`config.mk`:
```
export PLATFORM = sky130hd
export DESIGN_NAME = seg7_bcd_counter_display
export DESIGN_NICKNAME = d
export VERILOG_FILES = /design/src/rtl/seg7_bcd_counter_display.sv
export SDC_FILE = /design/constraint.sdc
export NUM_CORES = 1
export LEC_CHECK = 0
export BUFFER_PORTS_ARGS = -buffer_cell sky130_fd_sc_hd__buf_2
export CORE_MARGIN = 8
export CORE_UTILIZATION = 61
export CTS_CLUSTER_DIAMETER = 150
export DETAILED_ROUTE_END_ITERATION = 10
export PLACE_DENSITY = 0.92
export SLEW_MARGIN = 20
export SYNTH_ARGS = -nofsm -noshare
export SYNTH_HDL_FRONTEND = slang
export SYNTH_SLANG_ARGS = --single-unit
```
`constraint.sdc`:
```
create_clock -name CLK -period 2.6 [get_ports CLK]
set_input_delay 0.26 -clock CLK [delete_from_list [all_inputs] [get_ports CLK]]
set_output_delay 0.26 -clock CLK [all_outputs]
set_load 0.02 [all_outputs]
```
`src/rtl/seg7_bcd_counter_display.sv`:
```
// N-digit BCD up/down counter with a time-multiplexed 7-segment display.
// The count and scan prescalers run from CLK. The display outputs are registered
// one cycle behind the scan index and VALUE that they reflect.
module seg7_bcd_counter_display #(
    parameter int unsigned DIGITS      = 3,
    parameter int unsigned CNT_DIV     = 50000000,
    parameter int unsigned SCAN_DIV    = 50000,
    parameter int unsigned ACTIVE_LOW  = 1,
    parameter int unsigned BLANK_ZEROS = 1
) (
    input  logic                  CLK,
    input  logic                  RESET,
    input  logic                  REVERSE,
    input  logic                  HOLD,
    input  logic                  CLEAR,
    output logic [4*DIGITS-1:0]   VALUE,
    output logic                  CARRY,
    output logic [DIGITS-1:0]     DSEL,
    output logic [7:0]            DOUT
);

    localparam int unsigned CW = (CNT_DIV > 1) ? $clog2(CNT_DIV) : 1;
    localparam int unsigned SW = (SCAN_DIV > 1) ? $clog2(SCAN_DIV) : 1;
    localparam int unsigned IW = (DIGITS > 1) ? $clog2(DIGITS) : 1;
    localparam int unsigned VW = 4 * DIGITS;

    localparam logic [CW-1:0]     CNT_LAST  = CW'(CNT_DIV - 1);
    localparam logic [SW-1:0]     SCAN_LAST = SW'(SCAN_DIV - 1);
    localparam logic [IW-1:0]     IDX_LAST  = IW'(DIGITS - 1);
    localparam logic [7:0]        SEG_POL   = (ACTIVE_LOW != 0) ? 8'hFF : 8'h00;
    localparam logic [DIGITS-1:0] DSEL_POL  = (ACTIVE_LOW != 0) ? {DIGITS{1'b1}} : {DIGITS{1'b0}};
    localparam logic [DIGITS-1:0] DSEL_ONE  = DIGITS'(1);

    logic [CW-1:0]     cpre_q, cpre_d;
    logic [SW-1:0]     spre_q, spre_d;
    logic [IW-1:0]     idx_q, idx_d;
    logic [VW-1:0]     value_q, value_d;
    logic              carry_q, carry_d;
    logic [DIGITS-1:0] dsel_q, dsel_d;
    logic [7:0]        dout_q, dout_d;

    logic              cnt_tick_c;
    logic              scan_tick_c;
    logic              ripple_c;
    logic [3:0]        dig_c;
    logic [3:0]        cur_c;
    logic              nz_c;
    logic              blank_c;

    // Active-high {dp,g,f,e,d,c,b,a} pattern of one BCD digit.
    function automatic logic [7:0] seg_decode(input logic [3:0] d);
        logic [7:0] s;
        case (d)
            4'd0:    s = 8'h3F;
            4'd1:    s = 8'h06;
            4'd2:    s = 8'h5B;
            4'd3:    s = 8'h4F;
            4'd4:    s = 8'h66;
            4'd5:    s = 8'h6D;
            4'd6:    s = 8'h7D;
            4'd7:    s = 8'h07;
            4'd8:    s = 8'h7F;
            4'd9:    s = 8'h6F;
            default: s = 8'h00;
        endcase
        return s;
    endfunction

    assign cnt_tick_c  = (cpre_q == CNT_LAST);
    assign scan_tick_c = (spre_q == SCAN_LAST);

    // Count prescaler and BCD count. Clear has priority and discards the tick. A wrap
    // pulses carry.
    always_comb begin
        value_d  = value_q;
        carry_d  = 1'b0;
        ripple_c = 1'b0;
        dig_c    = 4'd0;
        cpre_d   = cnt_tick_c ? '0 : cpre_q + CW'(1);
        if (CLEAR) begin
            value_d = '0;
            cpre_d  = '0;
        end else if (cnt_tick_c && !HOLD) begin
            ripple_c = 1'b1;
            for (int i = 0; i < int'(DIGITS); i++) begin
                dig_c = value_q[4*i +: 4];
                if (ripple_c) begin
                    if (!REVERSE) begin
                        if (dig_c == 4'd9) begin
                            value_d[4*i +: 4] = 4'd0;
                        end else begin
                            value_d[4*i +: 4] = dig_c + 4'd1;
                            ripple_c = 1'b0;
                        end
                    end else begin
                        if (dig_c == 4'd0) begin
                            value_d[4*i +: 4] = 4'd9;
                        end else begin
                            value_d[4*i +: 4] = dig_c - 4'd1;
                            ripple_c = 1'b0;
                        end
                    end
                end
            end
            carry_d = ripple_c;
        end
    end

    // Scan prescaler and digit index. Neither CLEAR nor HOLD affects them.
    always_comb begin
        spre_d = scan_tick_c ? '0 : spre_q + SW'(1);
        idx_d  = idx_q;
        if (scan_tick_c) begin
            idx_d = (idx_q == IDX_LAST) ? '0 : idx_q + IW'(1);
        end
    end

    // Digit select and segments for the current index. A leading zero digit is blanked.
    always_comb begin
        cur_c  = 4'd0;
        nz_c   = 1'b0;
        dsel_d = '0;
        for (int i = 0; i < int'(DIGITS); i++) begin
            if (idx_q == IW'(i)) begin
                cur_c     = value_q[4*i +: 4];
                dsel_d[i] = 1'b1;
            end
            if ((IW'(i) >= idx_q) && (value_q[4*i +: 4] != 4'd0)) begin
                nz_c = 1'b1;
            end
        end
        blank_c = (BLANK_ZEROS != 0) && (idx_q != '0) && !nz_c;
        dsel_d  = dsel_d ^ DSEL_POL;
        dout_d  = (blank_c ? 8'h00 : seg_decode(cur_c)) ^ SEG_POL;
    end

    // State and output registers. Reset takes effect asynchronously.
    always_ff @(posedge CLK or posedge RESET) begin
        if (RESET) begin
            cpre_q  <= '0;
            spre_q  <= '0;
            idx_q   <= '0;
            value_q <= '0;
            carry_q <= 1'b0;
            dsel_q  <= DSEL_ONE ^ DSEL_POL;
            dout_q  <= 8'h3F ^ SEG_POL;
        end else begin
            cpre_q  <= cpre_d;
            spre_q  <= spre_d;
            idx_q   <= idx_d;
            value_q <= value_d;
            carry_q <= carry_d;
            dsel_q  <= dsel_d;
            dout_q  <= dout_d;
        end
    end

    assign VALUE = value_q;
    assign CARRY = carry_q;
    assign DSEL  = dsel_q;
    assign DOUT  = dout_q;

endmodule
```
==> results.sh, run 1 <==
export IMPL_drt_iter0_markers=234
export IMPL_drc_errors=0
export IMPL_num_nets_final=473
export IMPL_tightest_slew_ns=0.6903
export IMPL_utilization_pct=69.26
export IMPL_worst_r2r_cell_count=6
export IMPL_cts_root_buffer_cell="clkbuf_8"
export IMPL_std_cell_rows=29
export IMPL_finalMaxSlewViolations=0
export IMPL_critical_path_max_fanout=25
export IMPL_power_density_cell_area_nw_per_um2=476.5
export IMPL_critPathCaptureType="register"
export IMPL_synthesis_area_um2=4010
export IMPL_initial_utilization_pct=63.15
export IMPL_syn_area_per_cell_um2=9.304
export IMPL_post_synth_adder_cell_area_pct=5.304
export IMPL_run_status="finished clean"
export IMPL_edff_count_synth=0
export IMPL_cp_data_arrival_time_ns=2.46
export IMPL_maxClockFrequency_ghz=0.4461
export IMPL_rsz0062_at_grt="no"
export IMPL_min_period_over_period_pct=86.22
export IMPL_synth_xor_area_share_pct=8.736
export IMPL_crit_path_start_kind="register"
export IMPL_post_route_worst_setup_slack_ns=0.3582
export IMPL_drive_gt1_share_pct=14.69
export IMPL_grtUsageTotal_pct=17.81
export IMPL_cts_repair_resizes=0
export IMPL_detailedPlacementHpwl_mm=5.779
export IMPL_number_of_input_and_output_port_buffers_inserted=27
export IMPL_syn_nets=453
export IMPL_power_leakage_nw=1.950
export IMPL_yosys_register_bits=67
export IMPL_cts_path_max_buffers=2
export IMPL_antenna_found_initial=0
export IMPL_route_detailed_vias_per_inst=6.004
export IMPL_synthArstFlopShare_pct=100.0
export IMPL_reg2reg_to="cpre_q[23]$_DFF_PP0_"
export IMPL_die_area_um2=9425
export IMPL_highest_count_cells_in_the_layout_ignoring_fill_and_taps="dfrtp_1 (64), nor2_1 (61), nand2_1 (45)"
export IMPL_final_total_negative_setup_slack_ns=0
export IMPL_worst_clock_skew_ns=0.008174
export IMPL_setup_violations=0
export IMPL_synth_top_flop_cell="dfrtp_1"
export IMPL_number_of_global_route_vias_before_repair=3135
export IMPL_insertedDiodeCount=0
export IMPL_placeableCoreArea_um2=6350
export IMPL_holdCritPathClass="in2async"
export IMPL_reg2reg_setup_slack_ns=0.36
export IMPL_wirelength_mm=8.219
export IMPL_max_slew_margin_rel_pct=53.91
export IMPL_reg2reg_from="cpre_q[0]$_DFF_PP0_"
export IMPL_route_vias_total=3200
export IMPL_die_height_um=97.08
export IMPL_cts_inserted_buffers=9
export IMPL_worst_setup_path_type="reg2reg"
export IMPL_synth_distinct_cells=58
export IMPL_synth_simple_area_share_pct=26.58
export IMPL_final_hold_viol_count=0
export IMPL_wire_per_inst_um=15.42
export IMPL_final_antenna_net_count=0
export IMPL_final_min_clock_period_ns=2.242
export IMPL_post_cts_setup_buffer_count=0
export IMPL_synth_seq_area_share_pct=41.90
export IMPL_grt_pass1_wl_mm=14.15
export IMPL_cts_htree_levels=3
export IMPL_detailedPlace_worstSlack_ns=0.3495
export IMPL_syn_instance_count=431
export IMPL_flow_area_growth_from_synthesis_pct=9.672
export IMPL_layout_filler_cells=451
export IMPL_num_io_pins=29
export IMPL_dominant_combinational_cell_family_by_area_after_synthesis="simple AND/OR/NAND/NOR gates"
export IMPL_cp_required_ns=2.82
export IMPL_cts_hold_buffers_added=0
export IMPL_layout_cells_most_common="dfrtp_1"
export IMPL_tritoncts="built"
export IMPL_drt_pre_antenna_iters=5
export IMPL_vdd_ir_drop_worst_mv=0.5790
export IMPL_grt_start_max_net_pins=37
export IMPL_clock_slew_at_reported_path_ffs_ns=0.08
export IMPL_worstSkewPairLatency_ns=0.35
export IMPL_synth_mux_area_share_pct=5.398
export IMPL_synth_compound_area_share_pct=7.395
export IMPL_grt_remaining_overflow=0
export IMPL_die_width_um=97.08
export IMPL_cap_viol_max_count=0
export IMPL_synthesis_yosys_warnings=0
export IMPL_gpl_final_weighted_congestion=0.9039
export IMPL_clkSinkCount=67
==> critical path, cell delays in order, from the launching register on <==
cell and delay, ns:
dfrtp_1 0.40, ha_1 0.22, and4_1 0.40, nand3_2 0.19, nor4_1 0.31, or2_2 0.47
nor2_1 0.12
==> cells by family (layout without fill, tap and decap cells) <==
| kind of cell | count (synthesis) | in the layout |
|---|---|---|
| muxes | 20 | 20 |
| other | 1 | 1 |
| buffers and inverters | 41 | 66 |
| and+or+nand+nor | 200 | 200 |
| xor gates and xnor gates | 40 | 40 |
| adders and majority gates | 17 | 17 |
| DFF | 67 | 67 |
| AOI/OAI and AO/OA | 45 | 45 |
==> metal layers <==
| layer | track usage (%) | part of all wire, % | wire [um] | vias to the layer above |
|---|---|---|---|---|
| li1 | - | - | - | 1521 |
| met4 | 8.402 | 1.9 | 158 | 0 |
| met3 | 4.694 | 5.2 | 430 | 15 |
| met1 | 21.35 | 44 | 3637 | 1573 |
| met2 | 29.06 | 49 | 3993 | 91 |
| met5 | 0 | 0 | 0 | - |
==> registers in the layout, indices dropped and copies added, names as in the netlist <==
register and cells:
DOUT 7, cpre_q 26, spre_q 16, idx_q 2, DSEL 3, VALUE 12
CARRY 1
==> through the flow <==
stage               total power, W  instance area, um^2  hold slack (ns)  std cells
floorplan                 0.001120                 4010           0.4081        431
global placement          0.001135                 4172           0.3860        517
detailed placement        0.001139                 4172           0.4010        517
CTS                       0.002115                 4398          0.02197        533
global route              0.002164                 4398          0.07897        533
finish                    0.002096                 4398          0.01452        533
==> worst max path at each step <==
| stage | cells past startpoint | to | startpoint | slack, ns |
|---|---|---|---|---|
| 2_1_floorplan | 1 | CARRY$_DFF_PP0_ | RESET | 0.66 |
| 3_3_place_gp | 6 | cpre_q[25]$_DFF_PP0_ | cpre_q[0]$_DFF_PP0_ | 0.49 |
| 3_5_place_dp | 6 | cpre_q[23]$_DFF_PP0_ | cpre_q[0]$_DFF_PP0_ | 0.35 |
| 4_1_cts | 6 | cpre_q[10]$_DFF_PP0_ | cpre_q[0]$_DFF_PP0_ | 0.35 |
| 5_1_grt | 6 | cpre_q[2]$_DFF_PP0_ | cpre_q[0]$_DFF_PP0_ | 0.15 |
| 6_report | 6 | cpre_q[23]$_DFF_PP0_ | cpre_q[0]$_DFF_PP0_ | 0.36 |
==> cell type report <==
| class | instances | area [um^2] | area share, % |
|---|---|---|---|
| Inverter | 19 | 71.32 | 1.622 |
| Sequential cell | 67 | 1680 | 38.21 |
| Tap cell | 77 | 96.34 | 2.191 |
| Clock buffer | 10 | 137.6 | 3.129 |
| Clock inverter | 6 | 88.84 | 2.020 |
| Multi-Input combinational cell | 323 | 2146 | 48.79 |
| Timing Repair Buffer | 31 | 177.7 | 4.040 |
==> Yosys cell counts (all sizes together) (2+ instances only) <==
| master | n | area, um^2 |
|---|---|---|
| nand2b | 12 | 75.07 |
| mux2i | 16 | 160.2 |
| nor4 | 6 | 73.82 |
| o22ai | 4 | 31.28 |
| nor2 | 61 | 229.0 |
| xnor2 | 20 | 175.2 |
| inv | 19 | 71.32 |
| nor2b | 7 | 43.79 |
| dfrtp | 64 | 1602 |
| and2 | 2 | 12.51 |
| xor2 | 20 | 175.2 |
| clkbuf | 9 | 35.03 |
| nand4 | 15 | 100.1 |
| dfstp | 3 | 78.83 |
| nor4b | 2 | 32.53 |
| and4 | 4 | 35.03 |
| mux2 | 3 | 33.78 |
| a211oi | 4 | 30.03 |
| ha | 17 | 212.7 |
| nor3b | 3 | 22.52 |
| nand2 | 45 | 168.9 |
| buf | 13 | 77.58 |
| nor3 | 10 | 60.06 |
| o22a | 2 | 17.52 |
| and3 | 5 | 31.28 |
| nand4bb | 2 | 22.52 |
| o21ai | 14 | 70.07 |
| a31oi | 5 | 31.28 |
| a21oi | 6 | 30.03 |
| or3 | 2 | 12.51 |
| or4 | 2 | 15.01 |
| nand3 | 18 | 95.09 |
==> power breakdown <==
part	total [W]	leakage, nW	switching [W]	internal (W)
logic	0.0000684	0.932	0.0000492	0.0000192
clock network	0.000978	0.108	0.000412	0.000565
registers	0.00105	0.909	0.00000413	0.00105
total	0.00210	1.95	0.000465	0.00163
Power figures use the tool's default switching activity.
==> inputs of run 2 (changes only) <==
Settings changed: ABC_AREA from default to 1, PLACE_DENSITY 0.92 to 0.91.
==> results.sh, run 2 <==
export IMPL_die_width_um=99.22
export IMPL_top_register="cpre_q"
export IMPL_clock_slew_at_reported_path_ffs_ns=0.08
export IMPL_post_route_cell_area_um2=4631
export IMPL_critical_path_max_fanout=6
export IMPL_detailedPlacementHpwl_mm=7.413
export IMPL_max_slew_margin_rel_pct=55.64
export IMPL_synth_mux_area_share_pct=0
export IMPL_synthesis_area_um2=4224
export IMPL_power_leakage_nw=2.267
export IMPL_synth_top_area_share_pct=37.91
export IMPL_clkSinkCount=67
export IMPL_synth_compound_area_share_pct=5.450
export IMPL_std_cell_rows=30
export IMPL_num_io_pins=29
export IMPL_worstSkewPairLatency_ns=0.35
export IMPL_cp_required_ns=2.84
export IMPL_syn_instance_count=589
export IMPL_edff_count_synth=0
export IMPL_route_vias_total=3991
export IMPL_cap_viol_max_count=0
export IMPL_worst_clock_skew_ns=0.007569
export IMPL_synth_common_cells="nand2_1 (154), nor2_1 (104), dfrtp_1 (64), inv_1 (63), nand3_1 (57)"
export IMPL_synth_top_cells_by_area="dfrtp_1 (38%), nand2_1 (14%), nor2_1 (9.2%), nand3_1 (6.8%), inv_1 (5.6%)"
export IMPL_drt_pre_antenna_iters=5
export IMPL_grt_start_max_net_pins=31
export IMPL_power_share_switching_pct=35.36
export IMPL_antenna_found_initial=0
export IMPL_tritoncts="built"
export IMPL_grt_pass1_wl_mm=17.73
export IMPL_final_antenna_net_count=0
export IMPL_number_of_global_route_vias_before_repair=3962
export IMPL_layout_filler_cells=534
export IMPL_die_area_um2=9844
export IMPL_run_status="finished clean"
export IMPL_wirelength_mm=9.922
export IMPL_placed_cells=688
export IMPL_route_detailed_vias_per_inst=5.661
export IMPL_cp_data_arrival_time_ns=2.38
export IMPL_postPlaceCellArea_um2=4420
export IMPL_post_layout_nonfiller_instances=705
export IMPL_holdCritPathClass="in2reg"
export IMPL_final_total_negative_setup_slack_ns=0
export IMPL_clkPwrFrac_pct=31.9
export IMPL_yosysTopAreaCell="dfrtp_1"
export IMPL_grtUsageTotal_pct=21.84
export IMPL_finalMaxSlewViolations=0
export IMPL_drive_gt1_share_pct=12.32
export IMPL_final_min_clock_period_ns=2.139
export IMPL_worst_setup_path_type="reg2reg"
export IMPL_dominant_combinational_cell_family_by_area_after_synthesis="simple AND/OR/NAND/NOR gates"
export IMPL_synth_seq_area_share_pct=39.78
export IMPL_drt_iter0_markers=276
export IMPL_cts_path_max_buffers=2
export IMPL_synthesis_yosys_warnings=0
export IMPL_critPathCaptureType="register"
export IMPL_reg2reg_setup_slack_ns=0.46
export IMPL_number_of_input_and_output_port_buffers_inserted=27
export IMPL_wire_per_inst_um=14.07
export IMPL_synth_top_flop_cell="dfrtp_1"
export IMPL_cellInternalPower_w=0.001791
export IMPL_synthArstFlopShare_pct=100.0
export IMPL_placeableCoreArea_um2=6756
export IMPL_grt_remaining_overflow=0
export IMPL_share_comb_of_total_power_pct=24.2
export IMPL_layout_cells_most_common="nand2_1"
export IMPL_initial_utilization_pct=62.52
export IMPL_synth_distinct_cells=40
export IMPL_post_synth_adder_cell_area_pct=5.036
export IMPL_most_frequent_cell_after_synthesis="nand2_1"
export IMPL_final_hold_viol_count=0
export IMPL_cts_root_buffer_cell="clkbuf_8"
export IMPL_drc_errors=0
export IMPL_synth_simple_area_share_pct=38.71
export IMPL_synth_xor_area_share_pct=3.525
export IMPL_crit_path_start_kind="register"
export IMPL_insertedDiodeCount=0
export IMPL_seq_power_share_pct=43.9
export IMPL_num_nets_final=642
export IMPL_syn_area_per_cell_um2=7.172
export IMPL_power_density_cell_area_nw_per_um2=598.3
export IMPL_flow_area_growth_from_synthesis_pct=9.627
export IMPL_rsz0062_at_grt="no"
export IMPL_cts_repair_resizes=0
export IMPL_setup_violations=0
export IMPL_vdd_ir_drop_worst_mv=0.3724
export IMPL_cts_inserted_buffers=9
export IMPL_die_height_um=99.22
export IMPL_maxClockFrequency_ghz=0.4676
export IMPL_min_period_over_period_pct=82.25
export IMPL_tightest_slew_ns=0.6603
export IMPL_syn_nets=611
export IMPL_switchingPower_w=0.0009796
export IMPL_yosys_register_bits=67
export IMPL_highest_count_cells_in_the_layout_ignoring_fill_and_taps="nand2_1 (154), nor2_1 (104), dfrtp_1 (64)"
export IMPL_largest_reg_flops=26
export IMPL_cts_htree_levels=3
export IMPL_gpl_final_weighted_congestion=0.9310
## run 2: changes by cell type after synthesis, sizes merged, moves of 12 or more
cell	before	now
inv	19	67
nor3	10	24
mux2i	16	0
nand2	45	158
nand3	18	60
xnor2	20	3
nand2b	12	0
nor2	61	110
## run 2: stage by stage
stage	hold slack, ns	util (%)	setup slack [ns]	total power [W]
final	0.2690	68.54	0.4615	0.002771
after global routing	0.2754	68.54	0.2609	0.002917
after CTS	0.2584	68.54	0.4891	0.002773
after detailed placement	0.3739	65.43	0.5029	0.001897
after global placement	0.3702	65.43	0.6849	0.001867
after floorplan	0.4329	-	0.6618	0.001700
## run 2: cell type report
| type | instances | area (um^2) | area share [%] |
|---|---|---|---|
| Clock buffer | 9 | 123.9 | 2.675 |
| Clock inverter | 7 | 76.32 | 1.648 |
| Inverter | 67 | 251.5 | 5.431 |
| Multi-Input combinational cell | 444 | 2231 | 48.18 |
| Sequential cell | 67 | 1680 | 36.29 |
| Tap cell | 80 | 100.1 | 2.162 |
| Timing Repair Buffer | 31 | 167.7 | 3.621 |
## run 2: what timing repair did
action / in CTS / in global routing
hold buffers: 1 / 0
endpoints found under the hold margin: 23 / 0
buffers inserted: 0 / 0
## run 2: worst paths after layout
path,to,cells past startpoint,from
min in group asynchronous,spre_q[6]$_DFF_PP0_,3,RESET
max reg2reg,DOUT[0]$_DFF_PP0_,9,VALUE[0]$_DFFE_PP0P_
min,CARRY$_DFF_PP0_,4,HOLD
min reg2reg,spre_q[0]$_DFF_PP0_,1,spre_q[0]$_DFF_PP0_
max in group asynchronous,cpre_q[18]$_DFF_PP0_,4,RESET
max,DOUT[0]$_DFF_PP0_,9,VALUE[0]$_DFFE_PP0P_
## run 2: per-layer routing
layer,vias to the layer above,wire [um],track usage [%]
met1,1887,4366,27.46
met3,33,574,4.190
met4,0,327,11.87
met2,148,4653,34.66
met5,-,0,0
li1,1923,-,-
## run 2: power by group through the flow
stage	Sequential, W	Combinational [W]	Clock (W)
2_1_floorplan	0.00129	0.000410	0
3_3_place_gp	0.00123	0.000640	0
3_5_place_dp	0.00123	0.000667	0
4_1_cts	0.00121	0.000669	0.000891
5_1_grt	0.00123	0.000759	0.000932
6_report	0.00122	0.000669	0.000884
## run 2: kinds of logic after synthesis
kind of cell               Yosys count
other                                1
DFF                                 67
and+or+nand+nor                    372
xor gates and xnor gates            17
buffers and inverters               78
adders and majority gates           17
AOI/OAI and AO/OA                   37
## run 2: worst max-delay path, cell delays in order, from the launching register on
cell     delay (ns)
dfrtp_1        0.44
inv_1          0.21
nor2_1         0.07
nor3_1         0.57
inv_1          0.17
ha_1           0.24
nor2_1         0.10
nor2_1         0.06
o21ai_0        0.09
nand2_1        0.06
